**src/rtl/alu_digit_serial.sv**
```systemverilog
// rtl/alu_digit_serial.sv - digit-serial RV32I ALU with start/done handshake
// Add/sub/logic/compare run one digit per cycle; shifts step by DIGIT or by 1.
module alu_digit_serial #(
  parameter int XLEN  = 32,
  parameter int DIGIT = 4
) (
  input  logic            clk,
  input  logic            rst,
  input  logic            start,
  input  logic [3:0]      op,
  input  logic [XLEN-1:0] rs1,
  input  logic [XLEN-1:0] rs2,
  output logic            ready,
  output logic            busy,
  output logic            done,
  output logic [XLEN-1:0] rd
);

  localparam int N  = XLEN / DIGIT;
  localparam int CW = (N > 1) ? $clog2(N) : 1;
  localparam int SW = $clog2(XLEN);

  localparam logic [3:0] OP_ADD  = 4'b0000;
  localparam logic [3:0] OP_SUB  = 4'b1000;
  localparam logic [3:0] OP_SLL  = 4'b0001;
  localparam logic [3:0] OP_SLT  = 4'b0010;
  localparam logic [3:0] OP_SLTU = 4'b0011;
  localparam logic [3:0] OP_XOR  = 4'b0100;
  localparam logic [3:0] OP_SRL  = 4'b0101;
  localparam logic [3:0] OP_SRA  = 4'b1101;
  localparam logic [3:0] OP_OR   = 4'b0110;
  localparam logic [3:0] OP_AND  = 4'b0111;

  typedef enum logic [1:0] {S_IDLE, S_COMPUTE, S_SHIFT} state_t;

  state_t          state_q;
  logic [3:0]      op_q;
  logic [XLEN-1:0] a_q, b_q, rd_q;
  logic            carry_q, ready_q, done_q;
  logic [CW-1:0]   cnt_q;
  logic [SW-1:0]   rem_q;

  logic [DIGIT-1:0] a_dig, b_dig, b_eff, r_dig;
  logic [DIGIT:0]   sum;
  logic             inv_b, is_cmp, last_dig, ovf, lt, ltu;
  logic [XLEN-1:0]  rd_shift, rd_fin, work_nx;
  logic [SW-1:0]    rem_nx;

  assign ready = ready_q;
  assign busy  = ~ready_q;
  assign done  = done_q;
  assign rd    = rd_q;

  // One digit of the add/sub/logic datapath; A and B are consumed from their LSB end.
  always_comb begin
    inv_b    = (op_q == OP_SUB) || (op_q == OP_SLT) || (op_q == OP_SLTU);
    is_cmp   = (op_q == OP_SLT) || (op_q == OP_SLTU);
    a_dig    = a_q[DIGIT-1:0];
    b_dig    = b_q[DIGIT-1:0];
    b_eff    = inv_b ? ~b_dig : b_dig;
    sum      = {1'b0, a_dig} + {1'b0, b_eff} + {{DIGIT{1'b0}}, carry_q};
    last_dig = (cnt_q == CW'(N - 1));
    ovf      = (a_dig[DIGIT-1] != b_dig[DIGIT-1]) && (sum[DIGIT-1] != a_dig[DIGIT-1]);
    lt       = sum[DIGIT-1] ^ ovf;
    ltu      = ~sum[DIGIT];
    case (op_q)
      OP_ADD, OP_SUB: r_dig = sum[DIGIT-1:0];
      OP_XOR:         r_dig = a_dig ^ b_dig;
      OP_OR:          r_dig = a_dig | b_dig;
      OP_AND:         r_dig = a_dig & b_dig;
      default:        r_dig = '0;
    endcase
    rd_shift = (rd_q >> DIGIT) | (XLEN'(r_dig) << (XLEN - DIGIT));
    case (op_q)
      OP_SLT:  rd_fin = {{(XLEN-1){1'b0}}, lt};
      OP_SLTU: rd_fin = {{(XLEN-1){1'b0}}, ltu};
      OP_ADD, OP_SUB, OP_XOR, OP_OR, OP_AND: rd_fin = rd_shift;
      default: rd_fin = '0;
    endcase
  end

  // Shift step: coarse by DIGIT while enough remains, then single-bit steps.
  always_comb begin
    work_nx = a_q;
    rem_nx  = rem_q;
    if (rem_q != '0) begin
      if (32'(rem_q) >= 32'(DIGIT)) begin
        case (op_q)
          OP_SLL:  work_nx = a_q << DIGIT;
          OP_SRA:  work_nx = $unsigned($signed(a_q) >>> DIGIT);
          default: work_nx = a_q >> DIGIT;
        endcase
        rem_nx = rem_q - SW'(DIGIT);
      end else begin
        case (op_q)
          OP_SLL:  work_nx = a_q << 1;
          OP_SRA:  work_nx = $unsigned($signed(a_q) >>> 1);
          default: work_nx = a_q >> 1;
        endcase
        rem_nx = rem_q - SW'(1);
      end
    end
  end

  always_ff @(posedge clk or posedge rst) begin
    if (rst) begin
      state_q <= S_IDLE;
      op_q    <= '0;
      a_q     <= '0;
      b_q     <= '0;
      rd_q    <= '0;
      carry_q <= 1'b0;
      cnt_q   <= '0;
      rem_q   <= '0;
      ready_q <= 1'b1;
      done_q  <= 1'b0;
    end else begin
      done_q <= 1'b0;
      case (state_q)
        S_IDLE: begin
          if (start) begin
            op_q    <= op;
            a_q     <= rs1;
            b_q     <= rs2;
            carry_q <= (op == OP_SUB) || (op == OP_SLT) || (op == OP_SLTU);
            cnt_q   <= '0;
            rem_q   <= rs2[SW-1:0];
            ready_q <= 1'b0;
            state_q <= (op == OP_SLL || op == OP_SRL || op == OP_SRA) ? S_SHIFT : S_COMPUTE;
          end
        end
        S_COMPUTE: begin
          a_q     <= a_q >> DIGIT;
          b_q     <= b_q >> DIGIT;
          carry_q <= sum[DIGIT];
          cnt_q   <= cnt_q + CW'(1);
          if (last_dig) begin
            rd_q    <= rd_fin;
            done_q  <= 1'b1;
            ready_q <= 1'b1;
            state_q <= S_IDLE;
          end else if (!is_cmp) begin
            rd_q <= rd_shift;
          end
        end
        S_SHIFT: begin
          a_q   <= work_nx;
          rem_q <= rem_nx;
          if (rem_nx == '0) begin
            rd_q    <= work_nx;
            done_q  <= 1'b1;
            ready_q <= 1'b1;
            state_q <= S_IDLE;
          end
        end
        default: begin
          state_q <= S_IDLE;
          ready_q <= 1'b1;
        end
      endcase
    end
  end

endmodule

```
**config.mk**
```make
export PLATFORM = sky130hd
export DESIGN_NAME = alu_digit_serial
export DESIGN_NICKNAME = d
export VERILOG_FILES = /design/src/rtl/alu_digit_serial.sv
export SDC_FILE = /design/constraint.sdc
export NUM_CORES = 1
export LEC_CHECK = 0
export CAP_MARGIN = 30
export CORE_MARGIN = 2
export CORE_UTILIZATION = 34
export DETAILED_ROUTE_END_ITERATION = 6
export GPL_TIMING_DRIVEN = 0
export HOLD_SLACK_MARGIN = 0.05
export PLACE_DENSITY_LB_ADDON = 0.25
export SYNTH_ARGS = -nofsm -noshare
export SYNTH_HDL_FRONTEND = slang
export SYNTH_SLANG_ARGS = --single-unit
```
**constraint.sdc**
```tcl
create_clock -name clk -period 3.3 [get_ports clk]
set_input_delay 0.33 -clock clk [delete_from_list [all_inputs] [get_ports clk]]
set_output_delay 0.33 -clock clk [all_outputs]
set_load 0.005 [all_outputs]
```
Yosys cells after proc, flatten, opt, wreduce, memory -nomap -nowiden
Cells that the tools add are included.
{ "op_classes": {"addsub": 5, "n_lt_le_gt_ge": 1, "n_eq_ne": 23, "n_mux": 35, "n_bitwise": 8, "n_reduce_logical": 24} }
{ "op_table": {"columns": ["operator", "count"], "rows": [
  ["$pmux 32 s2", 4],
  ["$mux 32", 7],
  ["$pmux 32 s3", 2],
  ["$or 28x32->32", 1],
  ["$eq 4x2->1 const B", 4],
  ["$eq 4x3->1 const B", 4],
  ["$eq 4x4->1 const B", 4],
  ["$pmux 4 s4", 1],
  ["$mux 5", 3],
  ["$pmux 5 s2", 1],
  ["$eq 4x1->1 const B", 2],
  ["$mux 2", 4],
  ["$reduce_and 2->1", 4],
  ["$logic_or 1x1->1", 7],
  ["$mux 1", 6],
  ["$ne 2x2->1 const B", 3],
  ["$pmux 2 s3", 1],
  ["$pmux 3 s2", 1],
  ["$reduce_and 3->1", 2],
  ["$reduce_bool 2->1", 3],
  ["$add 4x4->5", 1],
  ["$add 5x1->5", 1],
  ["$ge 5x3->1 const B", 1],
  ["$logic_not 5->1", 1],
  ["25 further kinds", 28]
]} }
{ "totals": {"register_bits": 113, "input_bits": 71, "out_inout_bits": 35, "elab_cells": 106} }

Logic depth before layout (Yosys ltp)
{ "logic_depth": {"ltp_word": 12, "depth_mapped": 13, "ltp_nobuf": 12} }

Least setup slack after synthesis
Ideal clock, no wire load.
{ "synth_timing": {"kind": "register to register", "startpoint": "register op_q[1]", "endpoint": "register rd_q[0], in the netlist rd[0]", "setup_time_ns": 0.142, "arrival_time_ns": 2.730, "t_required_ns": 3.158, "setup_slack_ns": 0.428, "path_stages_with_launch": 14, "path_buffers": 1, "period_less_slack_ns": 2.872, "cell_sequence": "dfrtp_1 -> clkbuf_1 -> nor2_1 -> mux2i_1 -> nor2_1 -> xnor2_1 -> fa_1 -> fa_1 -> nor2b_1 -> o21ai_0 -> nand2b_1 -> nand2_1 -> a31oi_1 -> a221oi_2"} }
{ "synth_between": {"elab_chain_len": 12, "word_cells_on_any_way": 30, "classes_between": "2 x add/sub; 10 x eq/ne; 9 x mux; 2 x bitwise; 7 x reduce/logical"} }
{ "synth_rtl": {"columns": ["item", "line_no", "text"], "rows": [
  ["from (decl)", "37", "logic [3:0] op_q;"],
  ["from (signal assigned)", "122", "op_q <= op;"],
  ["$eq 4x4->1 / $eq 4x2->1 (equally long branches)", "56, 74, 57", null],
  ["$logic_or 1x1->1 (2 in a row)", "56", "inv_b = (op_q == OP_SUB) || (op_q == OP_SLT) || (op_q == OP_SLTU);"],
  ["$mux 4", "60", "b_eff = inv_b ? ~b_dig : b_dig;"],
  ["$add 4x4->5", "61", "sum = {1'b0, a_dig} + {1'b0, b_eff} + {{DIGIT{1'b0}}, carry_q};"],
  ["$add 5x1->5", "61", null],
  ["$ne 1x1->1", "63", "ovf = (a_dig[DIGIT-1] != b_dig[DIGIT-1]) && (sum[DIGIT-1] != a_dig[DIGIT-1]);"],
  ["$logic_and 1x1->1", "63", null],
  ["$xor 1x1->1", "64", "lt = sum[DIGIT-1] ^ ovf;"],
  ["$pmux 32 s3", "74", "case (op_q)"],
  ["$mux 32", "137", "if (last_dig) begin"],
  ["$pmux 32 s2", "119", "case (state_q)"],
  ["to (signal assigned)", "138", "rd_q <= rd_fin;"],
  ["to (signal assigned)", "143", "rd_q <= rd_shift;"],
  ["to (signal assigned)", "150", "rd_q <= work_nx;"],
  ["to (decl)", "38", "logic [XLEN-1:0] a_q, b_q, rd_q;"]
]} }
Several ways; a longest one is shown, not always the timed one. The select of a mux whose other input is x is not followed.
A chain may end at the register's enable or synchronous reset.

Worst setup path in the final report
{ "layout_timing": {"startpoint": "register op_q[1]", "endpoint": "register rd_q[30], in the netlist rd[30]"} }
{ "layout_between": {"elab_chain_len": 11, "word_cells_on_any_way": 30, "classes_between": "2 x add/sub; 9 x eq/ne; 11 x mux; 1 x bitwise; 7 x reduce/logical"} }
{ "layout_rtl": {"columns": ["item", "line_no", "text"], "rows": [
  ["$eq 4x4->1 / $eq 4x2->1 (equally long branches)", null, null],
  ["$logic_or 1x1->1 (2 in a row)", "56", null],
  ["$mux 4", "60", null],
  ["$add 4x4->5", "61", null],
  ["$add 5x1->5", "61", null],
  ["$pmux 4 s4", "66", "case (op_q)"],
  ["$or 28x32->32", "73", "rd_shift = (rd_q >> DIGIT) | (XLEN'(r_dig) << (XLEN - DIGIT));"],
  ["$pmux 32 s3 / $mux 32 (equally long branches)", "74, 142", null],
  ["$mux 32", "137", null],
  ["$pmux 32 s2", "119", null]
]} }
Several ways; a longest one is shown, not always the timed one. The select of a mux whose other input is x is not followed.

==> impl_table.tex <==
\begin{tabular}{lr}
\hline
Metric & Value \\
\hline
\multicolumn{2}{l}{\textbf{Status}} \\
Outcome & completed \\
\multicolumn{2}{l}{\textbf{GRT}} \\
Initial antenna violation count & 0 \\
Total congestion overflow after global routing & 0 \\
Largest net degree at the start of global routing & 42 \\
Global-route wire length before repair & around 38 mm \\
All-Layer GR Usage & around 22\% \\
Number of global-route vias before repair & slightly below 7,000 \\
\multicolumn{2}{l}{\textbf{Clocking}} \\
Htree depth & 4 \\
Count of hold-fix buffers inserted at cts & 0 \\
Buffer count from post-CTS setup fixing & 0 \\
Number of clock sinks & $\sim$110 \\
Maximum count of clock buffers along a single path & 2 \\
Worst-skew pair later-pin latency & 0.43 ns \\
Clock slew seen by the registers of the worst setup and hold paths & 0.06 ns \\
Number of CTS-inserted buffers & 17 \\
CTS root buffer & clkbuf\_16 \\
TritonCTS clock tree & done \\
\multicolumn{2}{l}{\textbf{Layout}} \\
Sequential cell area & about 2800 um2 \\
Number of filler cells placed in the layout & slightly below 2,000 \\
Footprint of the multi-input gates & between 3000 and 4000 um2 \\
Post-synthesis to final-layout area growth & 28.7\% \\
Final nets & 1,060 \\
Layout cell share with drive strength beyond 1 & just under 7\% \\
\multicolumn{2}{l}{\textbf{STA}} \\
Post-route clock skew & between 0.008 and 0.009 ns \\
Tightest Pin Transition & $\sim$0.8 ns \\
Unrepaired setup endpoints after global routing & yes \\
Worst setup slack after layout & between 0.1 and 0.15 ns \\
Max-slew headroom & 47.0\% \\
Final setup violation count & 0 \\
Max-slew violation count & 0 \\
Total Negative Setup Slacks & 0 ns \\
Maximum frequency from static timing analysis & between 300 and 400 MHz \\
Final Cycle Share & between 90\% and 100\% \\
Final number of hold-violating endpoints & 0 \\
Post-layout min period & around 3.2 ns \\
\multicolumn{2}{l}{\textbf{Power and ir drop}} \\
Gate power share & 55.6\% \\
Cell leakage power & $\sim$3.9 nW \\
Flop pwr share & a little over a quarter \\
Sw Ratio & 47.4\% \\
Clock share of power & between 15 and 20\% \\
Pwr/cell area & between 1000 and 1500 nW/um2 \\
NetSw & between 5 and 6 mW \\
Internal power & 5.64 mW \\
Maximum vdd drop & 0.542 mV \\
\multicolumn{2}{l}{\textbf{Yosys}} \\
Post-synth EDFFs & 0 \\
Flop and latch count out of synthesis & approximately 110 \\
Cell type with the highest aggregate area in the netlist & dfrtp\_1 \\
Cell area after technology mapping & a little over 7000 um2 \\
Warning count from the yosys run & 0 \\
Number of nets produced by synthesis & slightly above 900 \\
Distinct cell type count after synthesis & 63 \\
Top cell type's share of synthesized area & roughly two fifths \\
Fraction of the yosys area taken by sequential cells & between 30\% and 40\% \\
Async set or reset register ratio after synthesis & 100\% \\
Top cells by area, synth & dfrtp\_1 39\%, mux2i\_1 8.7\%, nand2\_1 8.7\% \\
Cell with the most instances after synthesis & nand2\_1 \\
List of most frequent post-synthesis cells & 165 x nand2\_1, 112 x dfrtp\_1, 78 x o21ai\_0 \\
Avg Synthesized Cell Area & 8.46 um2 \\
Top FF cell, synth & dfrtp\_1 \\
Synthesized instance count & between 800 and 900 \\
\multicolumn{2}{l}{\textbf{Routing}} \\
Post-detailed-route wirelength per cell & approximately 19 um \\
Detail-routed via count per cell & about 5.5 \\
\# DRC & 0 \\
1st-pass router iterations & 6 \\
Number of nets still failing antenna checks after routing & 0 \\
Starting DRT DRC Count & about 700 \\
Routed wire length & 23.9 mm \\
DR vias & just under 7,000 \\
\multicolumn{2}{l}{\textbf{Worst setup path}} \\
Startpoint type of the worst setup path & flop \\
Worst setup EP type & flop \\
R2r endpoint & rd[30] \\
Required time at the endpoint of the critical path & between 3 and 4 ns \\
Highest fanout seen on the critical path & 10 \\
Beginning of the worst register-to-register path & op\_q[1] \\
Arr. time, crit path & between 3 and 4 ns \\
Setup slack on the worst flop-to-flop path & 0.13 ns \\
Length in cells of the worst reg-to-reg path & 11 \\
Worst setup path class & flop to flop \\
\multicolumn{2}{l}{\textbf{Placement}} \\
Pre-CTS setup slack & -0.0764 ns \\
Count of port buffers added during placement & $\sim$110 \\
Hpwl dp & 17.7 mm \\
Final GP Congestion & between 0.9 and 1 \\
\multicolumn{2}{l}{\textbf{Floorplan}} \\
Number of I/O pins & around 110 \\
Die Wd & 149 um \\
Area inside the core boundary & approximately 20,000 um2 \\
Core Rows & 52 \\
Floorplan die area & about 22,000 um2 \\
Starting density of the core & a little over a third \\
Chip height & 149 um \\
\multicolumn{2}{l}{\textbf{Job}} \\
MaxCap Viol Count & 0 \\
\multicolumn{2}{l}{\textbf{Min path}} \\
Path class of the lowest-slack min-delay path & primary input to asynchronous set/reset pin \\
\hline
\end{tabular}
-- metal layers --
metal | vias to the layer above | share of wire (%) | wire (um) | GRT usage [%]
li1 | 3268 | - | - | -
met1 | 3355 | 47 | 11200 | 32.0
met2 | 268 | 43 | 10400 | 32.2
met3 | 47 | 7.3 | 1740 | 5.06
met4 | 0 | 2.4 | 573 | 7.67
met5 | - | 0 | 0 | 0
-- layout make-up --
cell class,instances,area share (%)
Antenna cell,1,0.0273
Buffer,62,2.85
Clock buffer,18,4.79
Clock inverter,14,1.68
Inverter,29,1.23
Multi-Input combinational cell,637,42.9
Sequential cell,113,30.9
Tap cell,270,3.69
Timing Repair Buffer,107,11.9
-- state kept, by name, summed over array words and instances, names as in the netlist --
signal and count:
ready 1, rd 32, done 1, carry_q 1, b_q 32, a_q 32, op_q 4, state_q 2
cnt_q 3, rem_q 5
-- repair_timing --
action / 4_1_cts / 5_1_grt
endpoints found under the hold margin: 0 / 0
gates cloned: 0 / 0
gates resized for setup: 1 / 3
pin swaps: 0 / 0
setup endpoints to repair: 3 / 6
-- critical path, cell delays in order (launching register included) --
cell      delay, ns
dfrtp_1        0.43
clkbuf_1       0.28
nor2_4         0.25
mux2i_1        0.11
nor2_2         0.26
xnor2_1        0.12
fa_1           0.41
fa_1           0.42
xor2_1         0.19
o211ai_1       0.13
a21oi_1        0.32
a21oi_1        0.12
-- power groups by stage --
stage	logic, mW	clock network (mW)	registers [mW]
floorplan	4.12	0	2.62
detailed placement	5.87	0	2.89
finish	5.97	1.86	2.90
global placement	5.80	0	2.89
global route	6.70	1.95	2.99
CTS	5.91	1.88	2.88
-- cells by family after synthesis --
logic type / after synthesis / share of synthesized area [%]
flops: 113 / 39.8
buf+inv: 91 / 5.20
simple gates: 267 / 16.1
xor+xnor: 6 / 0.738
compound gates: 274 / 24.5
mux: 68 / 9.67
fa+ha+maj: 22 / 4.08
-- per-stage QoR --
| stage | hold WS (ns) | area, um2 | utilization, % | power (mW) | instances |
|---|---|---|---|---|---|
| final | 0.398 | 9160 | 45.0 | 10.7 | 1251 |
| after global routing | 0.476 | 9160 | 45.0 | 11.6 | 1250 |
| after CTS | 0.433 | 9150 | 44.9 | 10.7 | 1250 |
| after detailed placement | 0.470 | 8550 | 42.0 | 8.76 | 1218 |
| after global placement | 0.464 | 8510 | 41.8 | 8.69 | 1216 |
| after floorplan | 0.450 | 7120 | - | 6.74 | 841 |
-- layout by cell type (no fill, tap or decap), types with 17 or more instances in the layout --
master,instances
nand2_1,165
dfrtp_1,112
clkdlybuf4s50_1,105
o21ai_0,78
a21oi_1,67
mux2i_1,62
nor2_1,50
clkbuf_1,40
inv_1,28
a31oi_1,24
o22ai_1,23
ha_1,20
o221ai_1,17
clkbuf_16,17
-- worst max path at each step --
| stage | depth (start not counted) | slack, ns | start | endpoint |
|---|---|---|---|---|
| after floorplan | 13 | 0.43 | op_q[1] | rd[0] |
| after CTS | 11 | 0.01 | op_q[1] | rd[30] |
| final | 11 | 0.13 | op_q[1] | rd[30] |
| after detailed placement | 11 | -0.08 | op_q[1] | rd[30] |
| after global routing | 13 | -0.02 | op_q[1] | rd[0] |
| after global placement | 11 | -0.12 | op_q[1] | rd[30] |
(Power assumes the default switching activity.)
